$ cat config.mk
export PLATFORM = sky130hd
export DESIGN_NAME = obstacle_spawner
export DESIGN_NICKNAME = d
export VERILOG_FILES = /design/src/rtl/obstacle_spawner_pkg.sv /design/src/rtl/lfsr16.sv /design/src/rtl/obstacle_spawner.sv
export SDC_FILE = /design/constraint.sdc
export NUM_CORES = 1
export LEC_CHECK = 0
export ABC_AREA = 1
export ABC_CLOCK_PERIOD_IN_PS = 4000
export BUFFER_PORTS_ARGS = -buffer_cell sky130_fd_sc_hd__buf_4
export CORE_ASPECT_RATIO = 1.25
export CORE_UTILIZATION = 55
export CTS_BUF_LIST = sky130_fd_sc_hd__clkbuf_4
export CTS_CLUSTER_DIAMETER = 30
export DETAILED_ROUTE_END_ITERATION = 6
export GPL_TIMING_DRIVEN = 0
export MAX_ROUTING_LAYER = met4
export PLACE_DENSITY = 0.82
export SLEW_MARGIN = 40
export SYNTH_ARGS = -nofsm -noshare
export SYNTH_HDL_FRONTEND = slang
export SYNTH_SLANG_ARGS = --single-unit
$ cat constraint.sdc
create_clock -name CLOCK_50 -period 4 [get_ports CLOCK_50]
set_input_delay 0.6 -clock CLOCK_50 [delete_from_list [all_inputs] [get_ports CLOCK_50]]
set_output_delay 0.6 -clock CLOCK_50 [all_outputs]
set_load 0.05 [all_outputs]
$ cat src/rtl/obstacle_spawner_pkg.sv
// rtl/obstacle_spawner_pkg.sv - shared game constants, FSM state encoding and spawn pick helpers
package obstacle_spawner_pkg;

  // Playfield geometry: the screen is cut into obstacle-wide lanes
  localparam int unsigned SCREEN_W   = 640;
  localparam int unsigned OBST_W     = 32;
  localparam int unsigned LANE_COUNT = SCREEN_W / OBST_W;

  // Fibonacci feedback taps 16,14,13,11 (bit positions 15,13,12,10)
  localparam logic [15:0] LFSR_TAPS = 16'hB400;

  typedef enum logic [1:0] {
    S_IDLE   = 2'd0,
    S_WAIT   = 2'd1,
    S_ARM    = 2'd2,
    S_ACTIVE = 2'd3
  } state_e;

  // Fold a 0..31 random pick onto 0..19 lanes and convert to a pixel column
  function automatic logic [9:0] lane_x(input logic [4:0] pick);
    logic [4:0] lane;
    lane = (pick < 5'(LANE_COUNT)) ? pick : pick - 5'(LANE_COUNT);
    return 10'(lane) * 10'(OBST_W);
  endfunction

  // Obstacle type 1..3; a zero pick is promoted to type 1
  function automatic logic [1:0] obst_type(input logic [1:0] pick);
    return (pick != 2'd0) ? pick : 2'd1;
  endfunction

endpackage

$ cat src/rtl/lfsr16.sv
// rtl/lfsr16.sv - free-running 16-bit Fibonacci LFSR loaded with a seed on reset
module lfsr16
  import obstacle_spawner_pkg::*;
(
  input  logic        clock,
  input  logic        reset,
  input  logic [15:0] seed,
  output logic [15:0] value
);

  logic [15:0] value_q;
  logic        feedback_d;

  assign feedback_d = ^(value_q & LFSR_TAPS);
  assign value      = value_q;

  // Shift left every clock; the maximal-length polynomial never reaches zero from a nonzero seed
  always_ff @(posedge clock or negedge reset) begin
    if (!reset) begin
      value_q <= seed;
    end else begin
      value_q <= {value_q[14:0], feedback_d};
    end
  end

endmodule

$ cat src/rtl/obstacle_spawner.sv
// rtl/obstacle_spawner.sv - frame-paced obstacle spawner with random lane/type and difficulty ramp
module obstacle_spawner
  import obstacle_spawner_pkg::*;
#(
  parameter int unsigned SPAWN_INTERVAL = 60,
  parameter int unsigned MIN_INTERVAL   = 20,
  parameter int unsigned LEVEL_STEP     = 8,
  parameter logic [15:0] LFSR_SEED      = 16'hACE1
) (
  input  logic       CLOCK_50,
  input  logic       reset,
  input  logic       enable,
  input  logic       frame_tick,
  input  logic       obstacle_done,
  output logic [1:0] obstacle_trigger,
  output logic [9:0] obstacle_start_x,
  output logic [7:0] spawn_count,
  output logic [6:0] cur_interval
);

  localparam logic [6:0] INIT_INTERVAL  = 7'(SPAWN_INTERVAL);
  localparam logic [6:0] FLOOR_INTERVAL = 7'(MIN_INTERVAL);

  state_e      state_q;
  logic [6:0]  frame_cnt_q;
  logic [6:0]  frame_cnt_d;
  logic [1:0]  trigger_q;
  logic [9:0]  start_x_q;
  logic [7:0]  spawn_count_q;
  logic [7:0]  spawn_count_d;
  logic [6:0]  cur_interval_q;
  logic        level_up;
  logic [15:0] lfsr_value;
  logic        unused_lfsr_hi;

  lfsr16 u_lfsr (
    .clock (CLOCK_50),
    .reset (reset),
    .seed  (LFSR_SEED),
    .value (lfsr_value)
  );

  // Only the low seven LFSR bits feed the lane and type picks
  assign unused_lfsr_hi = ^lfsr_value[15:7];

  // Next frame count, next spawn number, and whether that spawn closes a difficulty level
  always_comb begin
    frame_cnt_d   = frame_cnt_q + 7'd1;
    spawn_count_d = spawn_count_q + 8'd1;
    level_up      = ((32'(spawn_count_d) % LEVEL_STEP) == 32'd0) &&
                    (cur_interval_q > FLOOR_INTERVAL);
  end

  // Spawn FSM; enable low overrides every state, reset clears everything without a clock
  always_ff @(posedge CLOCK_50 or negedge reset) begin
    if (!reset) begin
      state_q        <= S_IDLE;
      frame_cnt_q    <= '0;
      trigger_q      <= '0;
      start_x_q      <= '0;
      spawn_count_q  <= '0;
      cur_interval_q <= INIT_INTERVAL;
    end else if (!enable) begin
      state_q     <= S_IDLE;
      frame_cnt_q <= '0;
      trigger_q   <= '0;
    end else begin
      case (state_q)
        S_IDLE: begin
          frame_cnt_q <= '0;
          state_q     <= S_WAIT;
        end
        S_WAIT: begin
          if (frame_tick) begin
            if (frame_cnt_d == cur_interval_q) begin
              frame_cnt_q <= '0;
              state_q     <= S_ARM;
            end else begin
              frame_cnt_q <= frame_cnt_d;
            end
          end
        end
        S_ARM: begin
          start_x_q     <= lane_x(lfsr_value[6:2]);
          trigger_q     <= obst_type(lfsr_value[1:0]);
          spawn_count_q <= spawn_count_d;
          if (level_up) begin
            cur_interval_q <= cur_interval_q - 7'd1;
          end
          state_q <= S_ACTIVE;
        end
        S_ACTIVE: begin
          if (obstacle_done) begin
            trigger_q <= '0;
            state_q   <= S_WAIT;
          end
        end
        default: begin
          state_q <= S_IDLE;
        end
      endcase
    end
  end

  assign obstacle_trigger = trigger_q;
  assign obstacle_start_x = start_x_q;
  assign spawn_count      = spawn_count_q;
  assign cur_interval     = cur_interval_q;

endmodule

==> flow_summary.yaml <==
status:
  outcome: "finished clean"
clock_tree:
  cts_max_path_buffers: 2
  clk_latency_ns: 0.35
  cts_tree: "done"
  hold_buffers: 0
  postCtsSetupBuffers: 0
  cts_root_buf: "clkbuf_4"
  cts_sinks: 47
  htree_levels: 2
  cts_buffers: 5
  clk_pin_slew_ns: 0.14
  postCtsResizedCells: 0
yosys:
  synth_cells: 243
  synth_flop_cell: "dfrtp_1"
  yosysSeqAreaShare_pct: 53.5
  synth_top_area_share_pct: 39.3
  yosys_warnings: 0
  synth_edf_count: 0
  syn_area_sq_mm: 0.00223
  synth.area.top_cells: "dfrtp_1 (39%), dfstp_2 (14%), nand2_1 (9.9%)"
  synthArstFlopShare_pct: 100
  synth_common_cells: "nand2_1 (59), dfrtp_1 (35), inv_1 (27), nand3_1 (21), nor2_1 (14)"
  synth_seq_cells: 47
  synth_cell_types: 28
  synth_most_common_cell: "nand2_1"
  syn_avg_cell_area_sq_um: 9.16
  yosys.area.top_type: "dfrtp_1"
placement:
  hpwl_microns: 2710
  gp_congestion: 0.858
  numPortBuffers: 26
  dpl_cell_area_sq_mm: 0.00250
  post-place-cells: 327
  pre_cts_slack_ns: 2.15
sta:
  clock_skew_ns: 0.00886
  fin_tns_setup_ns: 0
  slew_viol_final: 0
  min_period_ns: 1.82
  timing.final.ws_setup_ns: 2.18
  post-route-period-util_pct: 45.4
  hold_viol_final: 0
  finalSetupViolCount: 0
  rsz0062_at_grt: "no"
  slew_headroom_pct: 62.8
  tightest_slew_ns: 0.559
  timing.hold.ws_ns: 0.214
  clock.fmax_mhz: 550
floorplanning:
  core_sq_mm: 0.00382
  io_pins: 32
  die_y_microns: 73.1
  initial_core_util_pct: 58.3
  die-width_microns: 58.9
  dieArea_sq_mm: 0.00431
  num_rows: 25
detailed_routing:
  wl_per_cell_microns: 10.9
  drtAntennaViolNets: 0
  viasPerCell: 4.85
  vias: 1624
  drc: 0
  drt_iter0_drc: 46
  routed_wl_microns: 3650
  first_pass_iters: 4
layout:
  fin_cells: 335
  antenna_cells: 0
  final_nets: 294
  synthToLayoutAreaGrowth_pct: 15.1
  final_util_pct: 67.1
  final_area_sq_mm: 0.00256
  drive_above_1_share_pct: 21.4
  nFillCells: 316
worst_setup_path:
  end_kind: "flop"
  critPathKind: "flop to flop"
  rrSetupSlack_ns: 2.18
  critPathTopFamily: "simple AND/OR/NAND/NOR gates"
  reg2reg_from: "spawn_count[0]$_DFFE_PN0P_"
  crit_buf_inv: 0
  reg2regPathDepth: 9
  worstPathRequired_ns: 4.26
  max_stage_delay_ns: 0.45
  cp_slowest_cell: "dfrtp_1"
  path_cells: "ha_1 > xnor2_1 > nand2_1 > nor2_1 > nand2_1 > nor2_1 > nand3_1 > nor2_1 > a21oi_1"
  crit_path_start_kind: "flop"
  cp_max_fo: 5
  timing.rr.end: "cur_interval[6]$_DFFE_PN0P_"
  crit_arrival_ns: 2.08
  cp_common_cell: "nor2_1"
grt:
  grt_overflow: 0
  grt_pass1_vias: 1550
  antenna_found_initial: 0
  grt_max_degree: 48
  grt_pass1_wl_microns: 6400
  track_usage_pct: 20.5
hold_path:
  hold_class: "input port to asynchronous set/reset pin"
power_and_ir_drop:
  ir_drop_mv: 0.411
  powerDensity_mw_per_mm2: 477
  p_leak_nw: 1.27
  total_power_mw: 1.22
run:
  cap_violations: 0
==> kinds of logic after synthesis <==
| kind of cell | synth area share [%] |
|---|---|
| compound gates | 5.85 |
| other cells | 0.168 |
| buf+inv | 7.48 |
| xor+xnor | 6.69 |
| simple gates | 21.2 |
| fa+ha+maj | 5.06 |
| flops | 53.5 |
==> power by group <==
part / internal [mW] / switching [mW]
Sequential: 0.525 / 0.0531
Clock: 0.0677 / 0.150
Combinational: 0.140 / 0.287
==> layout make-up <==
cell class / instances / area [sq um] / share of cell area, %
tap: 54 / 67.6 / 2.64
buffer: 9 / 57.6 / 2.25
sequential: 47 / 1190 / 46.5
inverter: 29 / 109 / 4.25
clock buffer: 5 / 37.5 / 1.47
clock inverter: 3 / 20.0 / 0.782
multi-input combinational: 162 / 883 / 34.5
timing repair buffer: 26 / 195 / 7.62
==> per-layer routing <==
metal	wire [microns]	up-vias	track usage [%]	part of all wire (%)
met5	0	-	-	0
met4	59	0	9.79	1.6
met1	1690	752	24.9	46
met2	1770	31	32.3	48
li1	-	835	-	-
met3	132	6	4.43	3.6
==> layout by cell type, fill, tap and decap left out, drive strengths merged <==
cell      count
nand2        62
o22ai         5
xor2          9
clkinvlp      1
a21oi         4
a21o          1
o21ai        11
buf          33
inv          29
dfstp        12
ha            9
nand3b        2
nand3        21
o31ai         1
dfrtp        35
conb          5
or2           1
xnor2         8
clkinv        2
nor2         16
clkbuf        7
nor3          1
nand4         5
a221oi        1
==> how the worst max path moves through the flow <==
| stage | depth (start not counted) | slack [ns] | start | end |
|---|---|---|---|---|
| floorplan | 10 | 2.10 | cur_interval[0]$_DFFE_PN0P_ | cur_interval[6]$_DFFE_PN0P_ |
| global placement | 9 | 2.17 | enable | frame_cnt_q[5]$_DFFE_PN0P_ |
| detailed placement | 9 | 2.15 | enable | frame_cnt_q[4]$_DFFE_PN0P_ |
| CTS | 9 | 2.15 | spawn_count[0]$_DFFE_PN0P_ | cur_interval[6]$_DFFE_PN0P_ |
| global route | 9 | 1.95 | spawn_count[0]$_DFFE_PN0P_ | cur_interval[6]$_DFFE_PN0P_ |
| finish | 9 | 2.18 | spawn_count[0]$_DFFE_PN0P_ | cur_interval[6]$_DFFE_PN0P_ |
==> sequential cells by signal, indices dropped and copies added (netlist names) <==
signal	cells
cur_interval	7
frame_cnt_q	7
obstacle_start_x	5
obstacle_trigger	2
spawn_count	8
state_q	2
u_lfsr.value	16
(Power assumes the default switching activity.)
